--- config.mk ---
export PLATFORM = sky130hd
export DESIGN_NAME = psum_acc
export DESIGN_NICKNAME = d
export VERILOG_FILES = /design/src/rtl/psum_acc.sv
export SDC_FILE = /design/constraint.sdc
export NUM_CORES = 1
export LEC_CHECK = 0
export CAP_MARGIN = 20
export CORE_MARGIN = 2
export CORE_UTILIZATION = 35
export CTS_CLUSTER_SIZE = 24
export DETAILED_ROUTE_END_ITERATION = 7
export RECOVER_POWER = 50
export SLEW_MARGIN = 10
export SYNTH_ARGS = -nofsm -noshare
export SYNTH_HDL_FRONTEND = slang
export SYNTH_SLANG_ARGS = --single-unit
--- constraint.sdc ---
create_clock -name clk -period 4.5 [get_ports clk]
set_input_delay 0.9 -clock clk [delete_from_list [all_inputs] [get_ports clk]]
set_output_delay 0.9 -clock clk [all_outputs]
set_load 0.03 [all_outputs]
--- src/rtl/psum_acc.sv ---
// Partial-sum accumulator: sums acc_len signed beats with saturation and presents the result on a registered valid/ready port.
// Optional macro PSUM_ACC_RELU_EN clamps negative final results to zero.
module psum_acc #(
    parameter int psum_bw = 16,
    parameter int acc_len = 4,
    parameter int cnt_bw  = 8
) (
    input  logic               clk,
    input  logic               reset,
    input  logic               clear,
    input  logic               in_valid,
    output logic               in_ready,
    input  logic [psum_bw-1:0] in_psum,
    output logic               out_valid,
    input  logic               out_ready,
    output logic [psum_bw-1:0] out_psum,
    output logic               out_sat
);

    typedef enum logic {
        ST_ACC  = 1'b0,
        ST_HOLD = 1'b1
    } state_t;

    localparam logic [cnt_bw-1:0] LAST_CNT = cnt_bw'(acc_len - 1);

    state_t                     r_state;
    state_t                     w_state_nxt;
    logic        [cnt_bw-1:0]   r_cnt;
    logic signed [psum_bw-1:0]  r_acc;
    logic                       r_grp_sat;
    logic                       r_out_valid;
    logic        [psum_bw-1:0]  r_out_psum;
    logic                       r_out_sat;

    logic                       w_in_ready;
    logic                       w_accept;
    logic                       w_drain;
    logic                       w_first;
    logic                       w_last;
    logic                       w_final;
    logic signed [psum_bw:0]    w_sum;
    logic        [psum_bw-1:0]  w_acc_nxt;
    logic                       w_grp_nxt;

    // A (psum_bw+1)-bit sum overflows psum_bw exactly when its top two bits differ.
    function automatic logic f_ovf(input logic signed [psum_bw:0] s);
        f_ovf = s[psum_bw] ^ s[psum_bw-1];
    endfunction

    function automatic logic [psum_bw-1:0] f_clamp(input logic signed [psum_bw:0] s);
        if (s[psum_bw] != s[psum_bw-1]) begin
            f_clamp = s[psum_bw] ? {1'b1, {(psum_bw-1){1'b0}}}
                                 : {1'b0, {(psum_bw-1){1'b1}}};
        end else begin
            f_clamp = s[psum_bw-1:0];
        end
    endfunction

    function automatic logic [psum_bw-1:0] f_relu(input logic [psum_bw-1:0] v);
`ifdef PSUM_ACC_RELU_EN
        f_relu = v[psum_bw-1] ? '0 : v;
`else
        f_relu = v;
`endif
    endfunction

    // In HOLD the input stage only advances when the held result drains in the same cycle.
    assign w_in_ready = !clear && ((r_state == ST_ACC) || out_ready);
    assign w_accept   = in_valid && w_in_ready;
    assign w_drain    = r_out_valid && out_ready && !clear;
    assign w_first    = (r_cnt == '0);
    assign w_last     = (r_cnt == LAST_CNT);
    assign w_final    = w_accept && w_last;

    assign w_sum      = {r_acc[psum_bw-1], r_acc} + {in_psum[psum_bw-1], in_psum};
    assign w_acc_nxt  = w_first ? in_psum : f_clamp(w_sum);
    assign w_grp_nxt  = w_first ? 1'b0 : (r_grp_sat | f_ovf(w_sum));

    always_comb begin
        w_state_nxt = r_state;
        if (clear) begin
            w_state_nxt = ST_ACC;
        end else begin
            case (r_state)
                ST_ACC: begin
                    if (w_final) begin
                        w_state_nxt = ST_HOLD;
                    end
                end
                ST_HOLD: begin
                    if (w_drain && !w_final) begin
                        w_state_nxt = ST_ACC;
                    end
                end
                default: w_state_nxt = ST_ACC;
            endcase
        end
    end

    always_ff @(posedge clk or posedge reset) begin
        if (reset) begin
            r_state <= ST_ACC;
        end else begin
            r_state <= w_state_nxt;
        end
    end

    always_ff @(posedge clk or posedge reset) begin
        if (reset) begin
            r_cnt       <= '0;
            r_acc       <= '0;
            r_grp_sat   <= 1'b0;
            r_out_valid <= 1'b0;
            r_out_psum  <= '0;
            r_out_sat   <= 1'b0;
        end else if (clear) begin
            // The held result value is left stale; only its qualifiers are dropped.
            r_cnt       <= '0;
            r_out_valid <= 1'b0;
            r_out_sat   <= 1'b0;
        end else begin
            if (w_accept) begin
                r_acc     <= w_acc_nxt;
                r_grp_sat <= w_grp_nxt;
                r_cnt     <= w_last ? '0 : r_cnt + 1'b1;
            end
            if (w_final) begin
                r_out_psum  <= f_relu(w_acc_nxt);
                r_out_sat   <= w_grp_nxt;
                r_out_valid <= 1'b1;
            end else if (w_drain) begin
                r_out_valid <= 1'b0;
            end
        end
    end

    assign in_ready  = w_in_ready;
    assign out_valid = r_out_valid;
    assign out_psum  = r_out_psum;
    assign out_sat   = r_out_sat;

endmodule

# Word-level counts from Yosys, hierarchy flattened
# Cells that the tools add are included.
# word_totals
input_bits	21
wordCells	46
reg_bits	44
# op_classes
n_reduce_logical	15
mux	16
add_sub_neg	2
n_eq_ne	2
bitwise_logic	4
# ops
operator	count
two-way mux 16 bit	3
two-way mux 8 bit	3
adder 16 x 16 -> 17 bit	1
two-way mux 1 bit	9
adder 8 x 1 -> 8 bit (second input constant)	1
== test 8 x 2 -> 1 bit (second input constant)	1
zero test 8 bit	1
logical AND 1 bit	6
AND reduction 2 bit	2
nonzero test 2 bit	2
nonzero test 3 bit	1
zero test 1 bit	2
inverter 1 bit	2
case mux 1 bit (2 select lines)	1
logical OR 1 bit	1
inequality test 1 bit	1
bitwise OR 1 bit	1
bitwise XOR 1 bit	1

# Longest topological paths before layout
# Gate-level depths: netlist (run 1).
# logic_depth
word_depth	10
ltp_mapped	11
depth_no_buf	10

# Worst setup path after synthesis (run 1)
# Ideal clock, no wire load.
# synth_timing
path_kind	in2reg
start	input port in_psum[1]
end	register r_out_sat (netlist: out_sat)
stages	8
t_arrival_ps	2837
setup_slack_ps	1571
n_path_buf	0
setup_ps	92
cell_sequence	ha_1 > a211o_1 > a211o_1 > a41oi_2 > o21ai_2 > xor2_2 > mux2_4 > o31ai_2
# synth_via
elab_chain_cells	6
# synth_lines
item	line	text
from (decl)	13	input logic [psum_bw-1:0] in_psum,
adder 16 x 16 -> 17 bit	76	assign w_sum = {r_acc[psum_bw-1], r_acc} + {in_psum[psum_bw-1], in_psum};
bitwise XOR 1 bit	48	f_ovf = s[psum_bw] ^ s[psum_bw-1];
bitwise OR 1 bit	78	assign w_grp_nxt = w_first ? 1'b0 : (r_grp_sat | f_ovf(w_sum));
two-way mux 1 bit	78	
two-way mux 1 bit	128	if (w_final) begin
two-way mux 1 bit	117	end else if (clear) begin
to (signal assigned)	130	r_out_sat <= w_grp_nxt;
to (decl)	34	logic r_out_sat;
# Every way passes these cells. The select of a mux whose other input is x is not followed.
# A chain may end at the register's enable or synchronous reset.

# Final worst setup path (run 1)
# layout_timing
start	input port in_psum[0]
end	register r_out_psum[11] (netlist: out_psum[11])
# layout_via
elab_chain_cells	4
word_cells_on_any_way	5
# layout_lines
item	line	text
adder 16 x 16 -> 17 bit (*)	76	
two-way mux 16 bit or inequality test 1 bit (tied branches)	53, 52	
two-way mux 16 bit (*)	52	if (s[psum_bw] != s[psum_bw-1]) begin
two-way mux 16 bit (*)	77	assign w_acc_nxt = w_first ? in_psum : f_clamp(w_sum);
to (signal assigned)	129	r_out_psum <= f_relu(w_acc_nxt);
to (decl)	33	logic [psum_bw-1:0] r_out_psum;
# Mark *: on every way between the ends. The rest lies on a longest branch, timed or not.

==> results.yml, run 1 <==
sta:
  finalClockSkew_ns: 0.00796
  drv_slew: 0
  max_slew.worst_pin.slew_ns: 1.30
  min_period_ns: 3.47
  setup_viol: 0
  rsz0062_at_grt: "no"
  fmax_ghz: 0.288
  relSlewSlack_pct: 13.7
  hold_violations: 0
  fin_tns_setup_ns: 0
  min_period_over_period_pct: 77.2
clocking:
  numCtsBuffers: 5
  cts_resized: 0
  htreeDepth: 2
  cts_tree: "done"
  post_cts_buffers: 0
  root_buffer: "clkbuf_8"
  cts_sinks: 44
  insertion_delay_ns: 0.30
  clock_path_buffers: 2
  cts_hold_buf: 0
  clk_pin_slew_ns: 0.10
yosys:
  post-synth-top-count-cell: "nand2_1"
  synth-seq-cells: 44
  synth_area_per_cell_um2: 8.70
  syn_area_mm2: 0.00291
  synthTopCellsByArea: "dfrtp_1 (38%), ha_1 (7.7%), nand2_1 (7.7%)"
  synth_top_area_share_pct: 37.8
  synth_top_cell_by_area: "dfrtp_1"
  syn_inst: 335
  synthFlopType: "dfrtp_1"
  synth_edf_count: 0
  synth.cells.most_frequent: "nand2_1 (60), dfrtp_1 (44), o21ai_0 (36), o211ai_1 (26), nor2_1 (24)"
  synth_warnings: 0
  synth.distinct_cells: 46
  yosysSeqAreaShare_pct: 37.8
  ys_async_sr_fraction_pct: 100
  syn_nets: 375
grt:
  antenna_found_initial: 0
  grt_pass1_vias: 2530
  grt_overflow: 0
  grt_pass1_wl_um: 12200
  track_usage_pct: 17.2
  grt_max_degree: 45
placed_design:
  portBuffers: 39
  gp_congestion: 0.832
  dpl.hpwl_um: 5440
setup_path:
  crit_family: "compound AO/OA/AOI/OAI gates"
  endpoint_kind: "register"
  crit_path_frequent_cell: "a21o_1"
  cpPeakStageDelay_ns: 0.52
  cp.arrival_ns: 3.68
  cp.required_ns: 4.71
  crit_type: "primary input to register"
  cp.buffers_inverters: 2
  crit_path_max_fanout: 11
  critPathSlowestCell: "clkdlybuf4s50_1"
  path_cells: "clkdlybuf4s50_1 > ha_1 > inv_1 > fa_1 > nand2b_1 > a21o_1 > a21o_1 > a21oi_1 > mux2_4 > nand2_1 > o211ai_1"
  cp-start-kind: "primary input"
floorplan:
  die_h_um: 95.2
  die_w_um: 95.2
  ios: 40
  core_area_mm2: 0.00813
  die-area_mm2: 0.00907
  rows: 33
  start_util_pct: 35.8
route:
  wl_um: 7480
  first_pass_iters: 5
  vias: 2607
  viasPerCell: 5.42
  drt_iter0_drc: 129
  wl_per_cell_um: 15.6
  drc: 0
  ant_nets: 0
cells_and_area:
  fin_util_pct: 43.3
  area_growth_pct: 21.0
  diodes: 0
  final_layout_size_suffix_gt1_share_pct: 6.38
  final_net_count: 415
power:
  power.density_mw_per_mm2: 537
  leakagePower_nw: 1.50
  ir_worst_vdd_v: 0.000258
min_path:
  worstHoldPathType: "register to register"
run:
  maxCapViolCount: 0
outcome:
  outcome: "finished, final reports clean"
-- metal layers --
metal | GRT usage [%] | wire [µm]
met1 | 23.4 | 3630
met4 | 3.50 | 40
met5 | 0 | 0
met2 | 29.0 | 3560
met3 | 2.69 | 249
-- path summary, 6_finish.rpt --
check | startpoint | endpoint | slack (ns) | cells after the start
setup / recovery | in_psum[0] | out_psum[11] | 1.03 | 11
hold / removal | out_psum[15] | out_psum[15] | 0.49 | 2
setup reg to reg | r_acc[1] | r_acc[6] | 1.75 | 9
hold reg to reg | out_psum[15] | out_psum[15] | 0.49 | 2
max in group asynchronous | reset | r_acc[11] | 1.64 | 3
min in group asynchronous | reset | r_cnt[1] | 1.20 | 2
-- state kept, by name, indices dropped and copies added (netlist names) --
name and flops:
r_cnt 8, out_sat 1, r_state 1, r_grp_sat 1, out_valid 1, out_psum 16, r_acc 16
-- area by class of cell --
cell class / count / area (µm²)
clock buffer: 5 / 68.8
clock inverter: 3 / 46.3
fill: 818 / 4610
inverter: 11 / 41.3
multi-input combinational: 268 / 1700
sequential: 44 / 1100
tap: 105 / 131
timing repair buffer: 45 / 432
-- through the flow --
| stage | cell area, µm² | hold WS, ns | worst slack (ns) | total power, mW | cells |
|---|---|---|---|---|---|
| 2_1_floorplan | 2910 | 0.453 | 1.57 | 1.29 | 335 |
| 3_3_place_gp | 3410 | 0.471 | 0.806 | 1.58 | 472 |
| 3_5_place_dp | 3410 | 0.469 | 0.749 | 1.59 | 472 |
| 4_1_cts | 3520 | 0.491 | 1.04 | 1.92 | 480 |
| 5_1_grt | 3520 | 0.515 | 0.859 | 2.03 | 481 |
| 6_report | 3520 | 0.489 | 1.03 | 1.89 | 481 |
-- cell usage in the layout, fill, tap and decap left out, types with 2 or more instances in the layout --
cell             Yosys  final
xor2_1               6      6
a21oi_1             19     19
a221oi_2             2      2
nor3_1               2      2
o211ai_1            26     26
nor2_1              24     24
xnor2_1              8      8
nand2b_1             3      3
a21o_1               8      8
mux2_4               2      2
nand2_1             60     60
inv_1               11     11
o31ai_1              6      6
buf_4                5      5
clkbuf_8             0      5
a31oi_1              6      6
ha_1                18     18
clkdlybuf4s50_1      0     29
o21ai_0             36     36
nand3_1              8      8
and3_1               6      6
dfrtp_1             44     44
nand4_1              2      2
nor2b_1              2      2
a211o_1              2      2
and2_1               3      3
dlygate4sd3_1        0     10
-- worst register-to-register path, stage by stage (launching register included) --
cell      delay, ns
dfrtp_1        0.41
ha_1           0.30
a211o_1        0.32
a211o_1        0.32
a41oi_2        0.15
o21ai_2        0.11
xor2_2         0.32
nand3_1        0.36
buf_4          0.28
o211ai_1       0.09
-- where the power goes --
group	switching, mW	internal, mW
registers	0.0623	0.510
clock network	0.155	0.168
logic	0.584	0.415
total	0.801	1.09
-- kinds of logic after synthesis --
kind of cell / after synthesis / share of synthesized area (%)
compound gates: 117 / 26.6
xor+xnor: 15 / 4.77
fa+ha+maj: 19 / 8.42
buf+inv: 23 / 3.74
flops: 44 / 37.8
mux: 2 / 1.03
simple gates: 115 / 17.7
(Power assumes the default switching activity.)
==> inputs of run 2 (changes only) <==
==> constraint.sdc (replaced) <==
create_clock -name clk -period 2.85 [get_ports clk]
set_input_delay 0.57 -clock clk [delete_from_list [all_inputs] [get_ports clk]]
set_output_delay 0.57 -clock clk [all_outputs]
set_load 0.03 [all_outputs]
==> results.yml, run 2 (synthesized netlist as in run 1, its figures left out) <==
outcome:
  outcome: "finished, final reports clean"
clocking:
  cts_hold_buf: 0
  cts_tree: "done"
  clk_pin_slew_ns: 0.09
  root_buffer: "clkbuf_8"
  numCtsBuffers: 5
  htreeDepth: 2
  insertion_delay_ns: 0.29
  clock_path_buffers: 2
  cts_sinks: 44
floorplan:
  die_w_um: 95.2
  start_util_pct: 35.8
  ios: 40
  core_area_mm2: 0.00813
  die-area_mm2: 0.00907
  die_h_um: 95.2
  rows: 33
setup_path:
  endpoint_kind: "register"
  cp.buffers_inverters: 3
  cpPeakStageDelay_ns: 0.53
  cp.required_ns: 3.02
  crit_family: "compound AO/OA/AOI/OAI gates"
  path_cells: "clkdlybuf4s50_1 > ha_4 > a21o_1 > a211o_1 > a41oi_2 > o21ai_2 > xor2_2 > buf_4 > buf_4 > a221oi_2 > o31ai_1"
  cp.arrival_ns: 2.95
  crit_path_max_fanout: 4
  cp-start-kind: "primary input"
  crit_path_frequent_cell: "buf_4"
  crit_type: "primary input to register"
  critPathSlowestCell: "clkdlybuf4s50_1"
grt:
  antenna_found_initial: 0
  grt_pass1_vias: 2628
  grt_overflow: 0
  grt_pass1_wl_um: 12600
  grt_max_degree: 45
  track_usage_pct: 18.1
sta:
  fmax_ghz: 0.360
  hold-worst-slack_ns: 0.497
  relSlewSlack_pct: 22.7
  drv_slew: 0
  max_slew.worst_pin.slew_ns: 1.16
  min_period_ns: 2.78
  hold_violations: 0
  min_period_over_period_pct: 97.5
  finalClockSkew_ns: 0.00182
  setup_viol: 0
power:
  swShare_pct: 40.7
  comb_power_share_pct: 57.2
  pwr-share-seq_pct: 27.9
  power.density_mw_per_mm2: 833
  p_switching_mw: 1.33
  power_mw: 3.27
  p_int_mw: 1.94
  leakagePower_nw: 1.75
  power_frac_clock_pct: 14.9
  ir_worst_vdd_v: 0.000392
cells_and_area:
  fillers: 781
  final_net_count: 459
  area_growth_pct: 34.8
  diodes: 0
  final_layout_size_suffix_gt1_share_pct: 17.4
  mostFrequentLayoutCell: "nand2_1"
  multiInputGateArea_mm2: 0.00176
  mostFrequentLayoutCells: "nand2_1 (60), buf_4 (45), dfrtp_1 (44)"
  ff_latch_area_mm2: 0.00110
min_path:
  worstHoldPathType: "register to register"
route:
  wl_per_cell_um: 15.2
  ant_nets: 0
  drc: 0
  vias: 2737
  first_pass_iters: 5
  viasPerCell: 5.21
  wl_um: 7990
  drt_iter0_drc: 172
placed_design:
  portBuffers: 39
  dpl.hpwl_um: 5910
  gp_congestion: 0.817
run:
  maxCapViolCount: 0
run 2: worst min-delay path, delay by kind of cell, from the launching register on:
kind / cells / cell delay (ns)
AOI/OAI and AO/OA: 1 / 0.06
and+or+nand+nor: 1 / 0.05
DFF: 1 / 0.35
run 2: metrics by stage:
step	util (%)	TNS [ns]	cell area (µm²)	setup WS, ns	std cells
floorplan	-	0	2910	0.251	335
global placement	46.1	-10.25	3750	-0.341	514
detailed placement	46.1	-11.52	3750	-0.385	514
CTS	47.7	0	3880	0.0855	523
global route	48.3	-0.0401	3930	-0.0308	525
finish	48.3	0	3930	0.0711	525
run 2: area by class of cell:
| class | count | area share, % |
|---|---|---|
| Multi-Input combinational cell | 268 | 44.7 |
| Sequential cell | 44 | 28.0 |
| Timing Repair Buffer | 89 | 20.2 |
| Tap cell | 105 | 3.34 |
| Clock buffer | 6 | 1.85 |
| Inverter | 11 | 1.05 |
| Clock inverter | 2 | 0.892 |
run 2: what timing repair did:
action | in CTS | in global routing
setup endpoints to repair | 31 | 18
gates resized for setup | 5 | 7
buffers inserted | 1 | 1
pin swaps | 3 | 2
gates cloned | 0 | 1
run 2: routing by layer:
metal / track usage, % / part of all wire (%)
met4: 5.92 / 1.2
met2: 29.3 / 48
met5: 0 / 0
met3: 2.69 / 4.3
met1: 24.7 / 47
run 2: path summary, 6_finish.rpt:
| path | from | end | slack, ns | cells past startpoint |
|---|---|---|---|---|
| max in group asynchronous | reset | out_psum[14] | 1.07 | 3 |
| setup / recovery | in_psum[4] | out_psum[13] | 0.07 | 11 |
| setup reg to reg | r_acc[1] | out_psum[13] | 0.20 | 10 |
| hold reg to reg | out_psum[15] | out_psum[15] | 0.50 | 2 |
| min in group asynchronous | reset | r_cnt[5] | 1.09 | 3 |
| hold / removal | out_psum[15] | out_psum[15] | 0.50 | 2 |
run 2: power groups by stage:
| stage | combinational [mW] | clock [mW] | sequential (mW) |
|---|---|---|---|
| 4_1_cts | 1.84 | 0.496 | 0.915 |
| 2_1_floorplan | 0.916 | 0 | 1.12 |
| 6_report | 1.87 | 0.487 | 0.913 |
| 3_5_place_dp | 1.80 | 0 | 0.920 |
| 5_1_grt | 2.04 | 0.526 | 0.936 |
| 3_3_place_gp | 1.78 | 0 | 0.917 |
